[src/rtl/retospect_neuro_pkg.sv]
// -----------------------------------------------------------------------------
// retospect_neuro_pkg
//   Shared definitions for the retospect neuron fabric: the neuron state
//   encoding, the default cell geometry and a helper that derives the length
//   of one configuration frame from the field widths.
//   No ports (package).
// -----------------------------------------------------------------------------
package retospect_neuro_pkg;

    // Dynamic state of a neuron. The firing event lives in the axon register,
    // so only integration and the refractory dead time need encoding.
    typedef enum logic [0:0] {
        INTEG  = 1'b0,
        REFRAC = 1'b1
    } state_e;

    // Default cell geometry.
    localparam int DEF_NUM_DEND    = 4;
    localparam int DEF_W_BITS      = 4;
    localparam int DEF_POT_BITS    = 5;
    localparam int DEF_CLKSEL_BITS = 3;
    localparam int DEF_REFRAC_BITS = 3;

    // Number of bits in one configuration frame:
    // NUM_DEND weights, threshold, decay-clock select and refractory length.
    function automatic int cfg_len(
        input int num_dend,
        input int w_bits,
        input int pot_bits,
        input int clksel_bits,
        input int refrac_bits
    );
        return num_dend * w_bits + pot_bits + clksel_bits + refrac_bits;
    endfunction

endpackage : retospect_neuro_pkg

[src/rtl/retospect_lif_neuron_sat_accum.sv]
// -----------------------------------------------------------------------------
// retospect_sat_accum
//   Purely combinational datapath of the neuron: optional leak (halving) of
//   the membrane potential, addition of every signed dendrite weight whose
//   dendrite is active, and a clamp of the result into the unsigned
//   potential range [0, 2**POT_BITS-1].
// Ports
//   potential_i  in  POT_BITS            current membrane potential (unsigned)
//   weights_i    in  NUM_DEND*W_BITS     weight i at [i*W_BITS +: W_BITS], two's complement
//   dendrite_i   in  NUM_DEND            active dendrites this cycle
//   leak_i       in  1                   1 = halve the potential before integrating
//   sat_sum_o    out POT_BITS            clamped new potential candidate
// -----------------------------------------------------------------------------
module retospect_sat_accum
    import retospect_neuro_pkg::*;
#(
    parameter int NUM_DEND = DEF_NUM_DEND,
    parameter int W_BITS   = DEF_W_BITS,
    parameter int POT_BITS = DEF_POT_BITS
) (
    input  logic [POT_BITS-1:0]        potential_i,
    input  logic [NUM_DEND*W_BITS-1:0] weights_i,
    input  logic [NUM_DEND-1:0]        dendrite_i,
    input  logic                       leak_i,
    output logic [POT_BITS-1:0]        sat_sum_o
);

    // Two guard bits above the potential+weight width are enough to hold the
    // largest possible positive and negative totals without wrapping.
    localparam int SUM_BITS = POT_BITS + W_BITS + 2;

    localparam logic [SUM_BITS-1:0] POT_MAX_EXT =
        {{(SUM_BITS-POT_BITS){1'b0}}, {POT_BITS{1'b1}}};

    logic [POT_BITS-1:0] p0_s;
    logic [SUM_BITS-1:0] sum_s;

    // Leak select, then accumulate all active sign-extended weights at once.
    always_comb begin
        p0_s  = leak_i ? (potential_i >> 1) : potential_i;
        sum_s = {{(SUM_BITS-POT_BITS){1'b0}}, p0_s};
        for (int i = 0; i < NUM_DEND; i++) begin
            if (dendrite_i[i]) begin
                sum_s = sum_s + {{(SUM_BITS-W_BITS){weights_i[i*W_BITS+W_BITS-1]}},
                                 weights_i[i*W_BITS +: W_BITS]};
            end else begin
                sum_s = sum_s;
            end
        end
    end

    // Clamp: a set sign bit means the total went negative.
    always_comb begin
        if (sum_s[SUM_BITS-1]) begin
            sat_sum_o = {POT_BITS{1'b0}};
        end else if (sum_s > POT_MAX_EXT) begin
            sat_sum_o = {POT_BITS{1'b1}};
        end else begin
            sat_sum_o = sum_s[POT_BITS-1:0];
        end
    end

endmodule : retospect_sat_accum

[src/rtl/retospect_lif_neuron.sv]
// -----------------------------------------------------------------------------
// retospect_lif_neuron
//   Leaky integrate-and-fire neuron cell for the neurochip array. Holds its
//   configuration (weights, threshold, decay-clock select, refractory length)
//   in a serial shift chain, integrates weighted dendrite spikes into a
//   saturating membrane potential, fires a registered one-cycle axon spike
//   when the threshold is reached and then sits out a programmable number of
//   refractory cycles.
// Ports
//   clk        in   1                 system clock, rising edge
//   rst_n      in   1                 asynchronous active-low reset (clears config too)
//   reset_nn   in   1                 synchronous network reset, config kept
//   config_en  in   1                 shift the config chain one bit
//   bs_in      in   1                 config chain serial input
//   bs_out     out  1                 config chain serial output (refrac[0])
//   clockbus   in   2**CLKSEL_BITS    decay strobes; [0] never, [1] always
//   dendrite   in   NUM_DEND          incoming spikes
//   axon       out  1                 registered spike output
// -----------------------------------------------------------------------------
module retospect_lif_neuron
    import retospect_neuro_pkg::*;
#(
    parameter int NUM_DEND    = DEF_NUM_DEND,
    parameter int W_BITS      = DEF_W_BITS,
    parameter int POT_BITS    = DEF_POT_BITS,
    parameter int CLKSEL_BITS = DEF_CLKSEL_BITS,
    parameter int REFRAC_BITS = DEF_REFRAC_BITS
) (
    input  logic                        clk,
    input  logic                        rst_n,
    input  logic                        reset_nn,
    input  logic                        config_en,
    input  logic                        bs_in,
    output logic                        bs_out,
    input  logic [(2**CLKSEL_BITS)-1:0] clockbus,
    input  logic [NUM_DEND-1:0]         dendrite,
    output logic                        axon
);

    localparam int CFG_LEN = cfg_len(NUM_DEND, W_BITS, POT_BITS, CLKSEL_BITS, REFRAC_BITS);

    // Frame layout, MSB first: w[0], w[1], ..., w[NUM_DEND-1], thresh, clksel, refrac.
    // The chain shifts right, so bs_in enters w[0]'s MSB and refrac[0] leaves on bs_out.
    localparam int CLKSEL_LSB = REFRAC_BITS;
    localparam int THRESH_LSB = REFRAC_BITS + CLKSEL_BITS;

    localparam logic [REFRAC_BITS-1:0] CNT_ZERO = {REFRAC_BITS{1'b0}};
    localparam logic [REFRAC_BITS-1:0] CNT_ONE  = {{(REFRAC_BITS-1){1'b0}}, 1'b1};
    localparam logic [POT_BITS-1:0]    POT_ZERO = {POT_BITS{1'b0}};

    logic [CFG_LEN-1:0]         cfg_q, cfg_d;
    logic [POT_BITS-1:0]        pot_q, pot_d;
    logic [REFRAC_BITS-1:0]     cnt_q, cnt_d;
    state_e                     state_q, state_d;
    logic                       axon_q, axon_d;

    logic [REFRAC_BITS-1:0]     refrac_s;
    logic [CLKSEL_BITS-1:0]     clksel_s;
    logic [POT_BITS-1:0]        thresh_s;
    logic [NUM_DEND*W_BITS-1:0] weights_s;
    logic                       leak_s;
    logic [POT_BITS-1:0]        sat_s;

    assign refrac_s = cfg_q[REFRAC_BITS-1:0];
    assign clksel_s = cfg_q[CLKSEL_LSB +: CLKSEL_BITS];
    assign thresh_s = cfg_q[THRESH_LSB +: POT_BITS];
    assign leak_s   = clockbus[clksel_s];
    assign bs_out   = cfg_q[0];
    assign axon     = axon_q;

    // Repack weights so that w[i] sits at [i*W_BITS] for the accumulator.
    always_comb begin
        weights_s = {(NUM_DEND*W_BITS){1'b0}};
        for (int i = 0; i < NUM_DEND; i++) begin
            weights_s[i*W_BITS +: W_BITS] = cfg_q[CFG_LEN-(i+1)*W_BITS +: W_BITS];
        end
    end

    retospect_sat_accum #(
        .NUM_DEND (NUM_DEND),
        .W_BITS   (W_BITS),
        .POT_BITS (POT_BITS)
    ) u_sat_accum (
        .potential_i (pot_q),
        .weights_i   (weights_s),
        .dendrite_i  (dendrite),
        .leak_i      (leak_s),
        .sat_sum_o   (sat_s)
    );

    // Config chain next value; a network reset takes priority and keeps it.
    always_comb begin
        cfg_d = cfg_q;
        if (reset_nn) begin
            cfg_d = cfg_q;
        end else if (config_en) begin
            cfg_d = {bs_in, cfg_q[CFG_LEN-1:1]};
        end else begin
            cfg_d = cfg_q;
        end
    end

    // Next-state logic for potential, refractory count, FSM and axon.
    always_comb begin
        state_d = state_q;
        pot_d   = pot_q;
        cnt_d   = cnt_q;
        axon_d  = 1'b0;
        if (reset_nn) begin
            state_d = INTEG;
            pot_d   = POT_ZERO;
            cnt_d   = CNT_ZERO;
        end else if (config_en) begin
            // Reconfiguration freezes all dynamic state; no spike may escape.
            state_d = state_q;
        end else begin
            case (state_q)
                INTEG: begin
                    if (sat_s >= thresh_s) begin
                        axon_d  = 1'b1;
                        pot_d   = POT_ZERO;
                        cnt_d   = refrac_s;
                        state_d = (refrac_s != CNT_ZERO) ? REFRAC : INTEG;
                    end else begin
                        pot_d   = sat_s;
                    end
                end
                REFRAC: begin
                    pot_d = POT_ZERO;
                    // Leaving on count==1 yields exactly refrac dead cycles;
                    // a zero count here is unreachable and is treated the same.
                    if (cnt_q <= CNT_ONE) begin
                        cnt_d   = CNT_ZERO;
                        state_d = INTEG;
                    end else begin
                        cnt_d   = cnt_q - CNT_ONE;
                    end
                end
                default: begin
                    state_d = INTEG;
                    pot_d   = POT_ZERO;
                    cnt_d   = CNT_ZERO;
                end
            endcase
        end
    end

    // Configuration chain register.
    always_ff @(posedge clk or negedge rst_n) begin
        if (!rst_n) begin
            cfg_q <= {CFG_LEN{1'b0}};
        end else begin
            cfg_q <= cfg_d;
        end
    end

    // Dynamic state registers: potential, refractory count, FSM state, axon.
    always_ff @(posedge clk or negedge rst_n) begin
        if (!rst_n) begin
            state_q <= INTEG;
            pot_q   <= POT_ZERO;
            cnt_q   <= CNT_ZERO;
            axon_q  <= 1'b0;
        end else begin
            state_q <= state_d;
            pot_q   <= pot_d;
            cnt_q   <= cnt_d;
            axon_q  <= axon_d;
        end
    end

endmodule : retospect_lif_neuron

[config.mk]
export PLATFORM = sky130hd
export DESIGN_NAME = retospect_lif_neuron
export DESIGN_NICKNAME = d
export VERILOG_FILES = /design/src/rtl/retospect_neuro_pkg.sv /design/src/rtl/retospect_lif_neuron_sat_accum.sv /design/src/rtl/retospect_lif_neuron.sv
export SDC_FILE = /design/constraint.sdc
export NUM_CORES = 1
export LEC_CHECK = 0
export CELL_PAD_IN_SITES_DETAIL_PLACEMENT = 2
export CELL_PAD_IN_SITES_GLOBAL_PLACEMENT = 2
export CORE_ASPECT_RATIO = 0.8
export CORE_UTILIZATION = 34
export CTS_CLUSTER_SIZE = 20
export DETAILED_ROUTE_END_ITERATION = 6
export PLACE_DENSITY_LB_ADDON = 0.1
export SYNTH_ARGS = -nofsm -noshare
export SYNTH_HDL_FRONTEND = slang
export SYNTH_HIERARCHICAL = 1
export SYNTH_SLANG_ARGS = --single-unit
[constraint.sdc]
create_clock -name clk -period 8.8 [get_ports clk]
set_input_delay 2.2 -clock clk [delete_from_list [all_inputs] [get_ports clk]]
set_output_delay 2.2 -clock clk [all_outputs]
set_load 0.03 [all_outputs]
* Yosys cells after proc, flatten, opt, wreduce, memory -nomap -nowiden
Cells that the tools add are included.
** Cells by class
- Add/sub/neg operators :: 5
- $lt $le $gt $ge :: 4
- Equal/unequal tests :: 2
- Muxes and demuxes :: 28
- Bitwise operators :: 2
- Reduce and logical (&&, ||, !) cells :: 3
** Operators with widths (number)
- $mux 11 :: 4
- $add 11x11->11 :: 3
- $mux 5 :: 6
- $mux 3 :: 4
- $gt 11x5->1 const B :: 1
- $mux 1 :: 10
- $pmux 5 s2 :: 1
- $add 6x4->7 :: 1
- $pmux 3 s2 :: 1
- $ge 5x5->1 :: 1
- $lt 3x4->1 const B :: 1
- $reduce_and 2->1 :: 2
- $bmux 1 s3 :: 1
- $le 3x1->1 const B :: 1
- $ne 3x3->1 const B :: 1
- $reduce_bool 3->1 :: 1
- $sub 3x1->3 const B :: 1
- $ne 2x2->1 const B :: 1
- $not 1->1 :: 2
- $pmux 1 s2 :: 1
** Storage, ports and cells
- Register bits after elaboration :: 37
- Input port bits :: 17
- Output and inout port bits :: 2

* Depth between registers and ports, before layout
- Depth in word-level cells :: 19
- Gate-level depth with buffers :: 35
- Mapped depth without buffers :: 35

* Modules after synthesis
Netlist, hierarchy kept.
** Modules (own cells, without submodules)
- retospect_sat_accum :: times used 1, cells an instance 276, area an instance 2158.3 um2, seq. area each 0.0 um2
- retospect_lif_neuron :: times used 1, cells an instance 197, area an instance 1794.2 um2, seq. area each 925.9 um2

* Worst setup path before layout
OpenSTA, ideal clock, no wires.
- Kind :: in2reg
- Start point :: input port clockbus[7]
- End point :: register cnt_q[0]
- Library setup time :: 0.133 ns
- Arrival time :: 9.857 ns
- Required time :: 8.667 ns
- Setup slack :: -1.191 ns
- Stages on the path :: 34
- Buffers on the path :: 0
- Path through :: mux4_2 mux2_2 mux2_2 ha_1 inv_1 fa_1 nor2b_4 o31ai_2 a21oi_1 and3b_1 ha_1 or4b_1 a21oi_1 nand4b_1 nor2_1 ha_1 a2111oi_0 o21ai_1 nand3_1 nor3b_1 a21o_1 ha_1 and2_1 a221oi_1 and4b_1 o21ai_0 a31o_2 a221oi_4 a21oi_1 ha_1 or4_1 o41ai_2 a2111o_1 o211ai_1
** On the way
- Cells in the longest elaborated chain, start to end :: 17
** Ends and longest elaborated chain
- start, declared :: RTL line retospect_lif_neuron.sv:35 : input logic [(2**CLKSEL_BITS)-1:0] clockbus,
- $bmux 1 s3 * :: RTL line retospect_lif_neuron.sv:67 : assign leak_s = clockbus[clksel_s];
- $mux 1 (implied by the code) * :: RTL line retospect_lif_neuron.sv:67
- via leak_s :: RTL line retospect_lif_neuron.sv:61 : logic leak_s;
- $mux 5 * :: RTL line retospect_lif_neuron_sat_accum.sv:40 : p0_s = leak_i ? (potential_i >> 1) : potential_i;
- $add 6x4->7 :: RTL line retospect_lif_neuron_sat_accum.sv:44 : sum_s = sum_s + {{(SUM_BITS-W_BITS){weights_i[i*W_BITS+W_BITS-1]}},
- $mux 11 * :: RTL line retospect_lif_neuron_sat_accum.sv:43 : if (dendrite_i[i]) begin
- $add 11x11->11 :: RTL line retospect_lif_neuron_sat_accum.sv:44
- $mux 11 * :: RTL line retospect_lif_neuron_sat_accum.sv:43
- (+3 left out)
- $mux 11 * :: RTL line retospect_lif_neuron_sat_accum.sv:43
- $gt 11x5->1 :: RTL line retospect_lif_neuron_sat_accum.sv:56 : end else if (sum_s > POT_MAX_EXT) begin
- $mux 5 :: RTL line retospect_lif_neuron_sat_accum.sv:56
- $mux 5 * :: RTL line retospect_lif_neuron_sat_accum.sv:54 : if (sum_s[SUM_BITS-1]) begin
- via sat_s[4] :: RTL line retospect_lif_neuron.sv:62 : logic [POT_BITS-1:0] sat_s;
- $ge 5x5->1 * :: RTL line retospect_lif_neuron.sv:119 : if (sat_s >= thresh_s) begin
- $ne 3x3->1 (no line) *
- $reduce_and 2->1 (no line) *
- end signal, assigned :: RTL line retospect_lif_neuron.sv:167 : cnt_q <= cnt_d;
- end, declared :: RTL line retospect_lif_neuron.sv:53 : logic [REFRAC_BITS-1:0] cnt_q, cnt_d;
Mark *: on every way through the listed nets, which the timed path passes. The rest lies on a longest branch. The select of a mux whose other input is x is not followed.
A chain may end at the register's enable or synchronous reset.

* Final worst setup path
- Start point :: input port clockbus[3]
- End point :: register cnt_q[2]
Same word-level chain as after synthesis.

==> results.toml <==
[drt]
drc = 0
viasPerCell = 6.10
ant_nets = 0
totalWireLength_um = 20600
first_iter_violations = 263
wl_per_cell_um = 27.1
vias = 4652
drt_first_pass_iters = 4

[clock_tree]
cts_hold_buffers = 0
cts_sinks = 37
cts_made_buffers = 5
cts_buffer_depth = 2
clk_pin_slew_worst_paths_ps = 50
cts_tree = "built"
worstSkewPairLatency_ps = 300
clockRootBuffer = "clkbuf_16"
htree_num_levels = 2

[worst_hold_path]
min_path_type = "reg -> reg"
hold_start = "pot_q[0]$_DFFE_PN0N_"
hold_depth = 2
min_to = "pot_q[0]$_DFFE_PN0N_"

[global_routing]
grt_start_max_net_pins = 38
antenna_found_initial = 0
gr-total-overflow = 0
grt_pass1_vias = 5107
grt_pass1_wl_um = 29100
grtUsageTotal = 0.319

[critical_path]
reg2reg_from = "cfg_q[3]$_DFFE_PN0P_"
worstReg2RegEnd = "cnt_q[2]$_DFFE_PN0P_"
worst-setup-path-type = "in -> reg"
required_ps = 8960
r2r_slack_ps = 80
worstRegToRegCells = 36
critPathBufInv = 8
cpMostUsedCell = "buf_4"
cp_max_fo = 6
crit_path_start_kind = "input port"
path_delay_family = "compound AO/OA/AOI/OAI gates"
slowest_stage = "or4_4"
max_stage_delay_ps = 530
critPathArrivalTime_ps = 10330
end_kind = "flop"

[finish]
fill_cells = 1155
post-route-util = 0.528
layout_common_cells = "132 x buf_4, 93 x nand2_1, 37 x dfrtp_1"
mostFrequentLayoutCell = "buf_4"
layout.cells.non_filler = 763
multiInputGateArea_mm2 = 0.00333
antenna_cells = 0
syn2layout_area_growth_pct = 48.4
drive_above_1_share = 0.405
seq_area_um2 = 926
final_nets = 681

[synth]
synth_edf_count = 0
syn_nets = 534
synth_top_area_share = 0.234
avgSynthCellArea_um2 = 8.36
synthTopCellsByArea = "dfrtp_1 23%, ha_1 13%, nand2_1 8.8%, a21oi_1 4.2%, mux2_2 3.7%"
synthArstFlopShare = 1.00
synth_area_leader_cell = "dfrtp_1"
synth_cells = 473
synth.distinct_cells = 78
synth-seq-cells = 37
ys_seq_area_frac = 0.234
yosysWarnings = 6
netlist_area_mm2 = 0.00395
synth_top_flop_cell = "dfrtp_1"

[floorplan]
rows = 34
core_area_mm2 = 0.0111
die_h_um = 98.4
chipWidth_um = 123
initial_core_util = 0.356
io_pins = 19
die_area_mm2 = 0.0121

[sta]
finalCritPeriodShare = 1.16
fin_worst_skew_ps = 4.75
fmax_mhz = 98.3
fin_hold_ws_ps = 520
maxSlewViolCount = 0
finalSetupTns_ps = -12950
hold_viol_final = 0
layout_min_cycle_time_ps = 10170
rsz0062_at_grt = "yes"
worst_pin_slew_ps = 1130
setup_viol = 10
relSlewSlack = 0.245
fin_ws_ps = -1370

[run_status]
violations = "setup timing"
status = "finished with violations"

[placed_design]
gp_routability_congestion = 0.811
port_buffers = 18
post-place-ws_ps = -1870
place_inst = 728
post-dp-hpwl_um = 11700

[job]
cap_violations = 0

[power_and_ir_drop]
irDropWorstVdd_mv = 0.139
powerDensity_mw_per_mm2 = 316
p_leak_nw = 2.79
routing by layer:
layer	vias to the layer above	GRT usage	part of all wire
li1	2034	-	-
met1	2416	0.382	0.42
met2	135	0.571	0.51
met3	67	0.0434	0.033
met4	0	0.124	0.036
met5	-	0	0
stage by stage:
step / power, mW / cell area (um^2)
global route: 1.93 / 5860
floorplan: 0.835 / 4070
finish: 1.86 / 5860
CTS: 1.63 / 5650
detailed placement: 1.30 / 5150
global placement: 1.23 / 5150
state kept, by name, indices dropped and copies added (netlist names):
register and count:
state_q 1, pot_q 5, axon 1, cnt_q 3, cfg_q 27
worst max-delay path by stage:
| stage | cells after the start | slack, ps | startpoint | end |
|---|---|---|---|---|
| 2_1_floorplan | 35 | -740 | clockbus[3] | cnt_q[2]$_DFFE_PN0P_ |
| 3_3_place_gp | 33 | -1580 | clockbus[3] | cnt_q[0]$_DFFE_PN0P_ |
| 3_5_place_dp | 35 | -1870 | clockbus[3] | cnt_q[0]$_DFFE_PN0P_ |
| 4_1_cts | 37 | -840 | clockbus[7] | cnt_q[0]$_DFFE_PN0P_ |
| 5_1_grt | 36 | -1530 | clockbus[7] | cnt_q[2]$_DFFE_PN0P_ |
| 6_report | 37 | -1370 | clockbus[3] | cnt_q[2]$_DFFE_PN0P_ |
worst reg2reg max path, delay by kind of cell, from the launching register on:
family / cells / cell delay [ps]
AOI/OAI and AO/OA: 16 / 3060
muxes: 4 / 1510
adders and majority gates: 6 / 1740
and+or+nand+nor: 2 / 670
DFF: 1 / 470
buffers and inverters: 7 / 980
xor gates and xnor gates: 1 / 130
what timing repair did:
item                                    4_1_cts  5_1_grt
endpoints found under the hold margin         0        0
pin swaps                                    34       33
resized for setup                            81       23
setup buffers                                15       14
endpoints found under the setup margin       10       10
report_power, final:
part	total [mW]	switching, mW	leakage (nW)	internal [mW]
clock network	0.178	0.0762	0.0655	0.101
logic	1.43	0.750	2.22	0.681
registers	0.246	0.0482	0.504	0.198
kinds of logic (layout without fill, tap and decap cells):
family,after synthesis,in the layout,share of synthesized area
compound gates,144,144,0.266
mux,21,21,0.0646
flops,37,37,0.234
xor+xnor,11,11,0.0279
buf+inv,41,187,0.0450
simple gates,175,175,0.216
fa+ha+maj,44,44,0.147
cell usage after synthesis, types with 3 or more instances:
| cell | number |
|---|---|
| a211o_1 | 4 |
| a211oi_1 | 10 |
| a21o_1 | 11 |
| a21oi_1 | 33 |
| a31oi_1 | 5 |
| and2_1 | 3 |
| and3_1 | 4 |
| buf_2 | 4 |
| clkbuf_1 | 7 |
| dfrtp_1 | 37 |
| fa_1 | 4 |
| ha_1 | 40 |
| inv_1 | 25 |
| mux2_2 | 13 |
| mux2i_1 | 5 |
| nand2_1 | 93 |
| nand2b_1 | 5 |
| nand3_1 | 8 |
| nand4_1 | 4 |
| nor2_1 | 23 |
| nor2b_1 | 3 |
| nor3_1 | 9 |
| o211ai_1 | 10 |
| o21a_1 | 8 |
| o21ai_0 | 15 |
| o21ai_1 | 13 |
| o21bai_1 | 4 |
| or4b_1 | 3 |
| xnor2_1 | 6 |
| xor2_1 | 4 |
final cells by class:
type | instances | share of cell area
clock buffers | 5 | 0.0213
clock inverters | 1 | 0.000853
inverters | 27 | 0.0177
multi-input cells | 395 | 0.569
flip-flops and latches | 37 | 0.158
well taps | 144 | 0.0307
repair buffers | 154 | 0.203
Note: power is estimated with default switching activity, not from simulation.
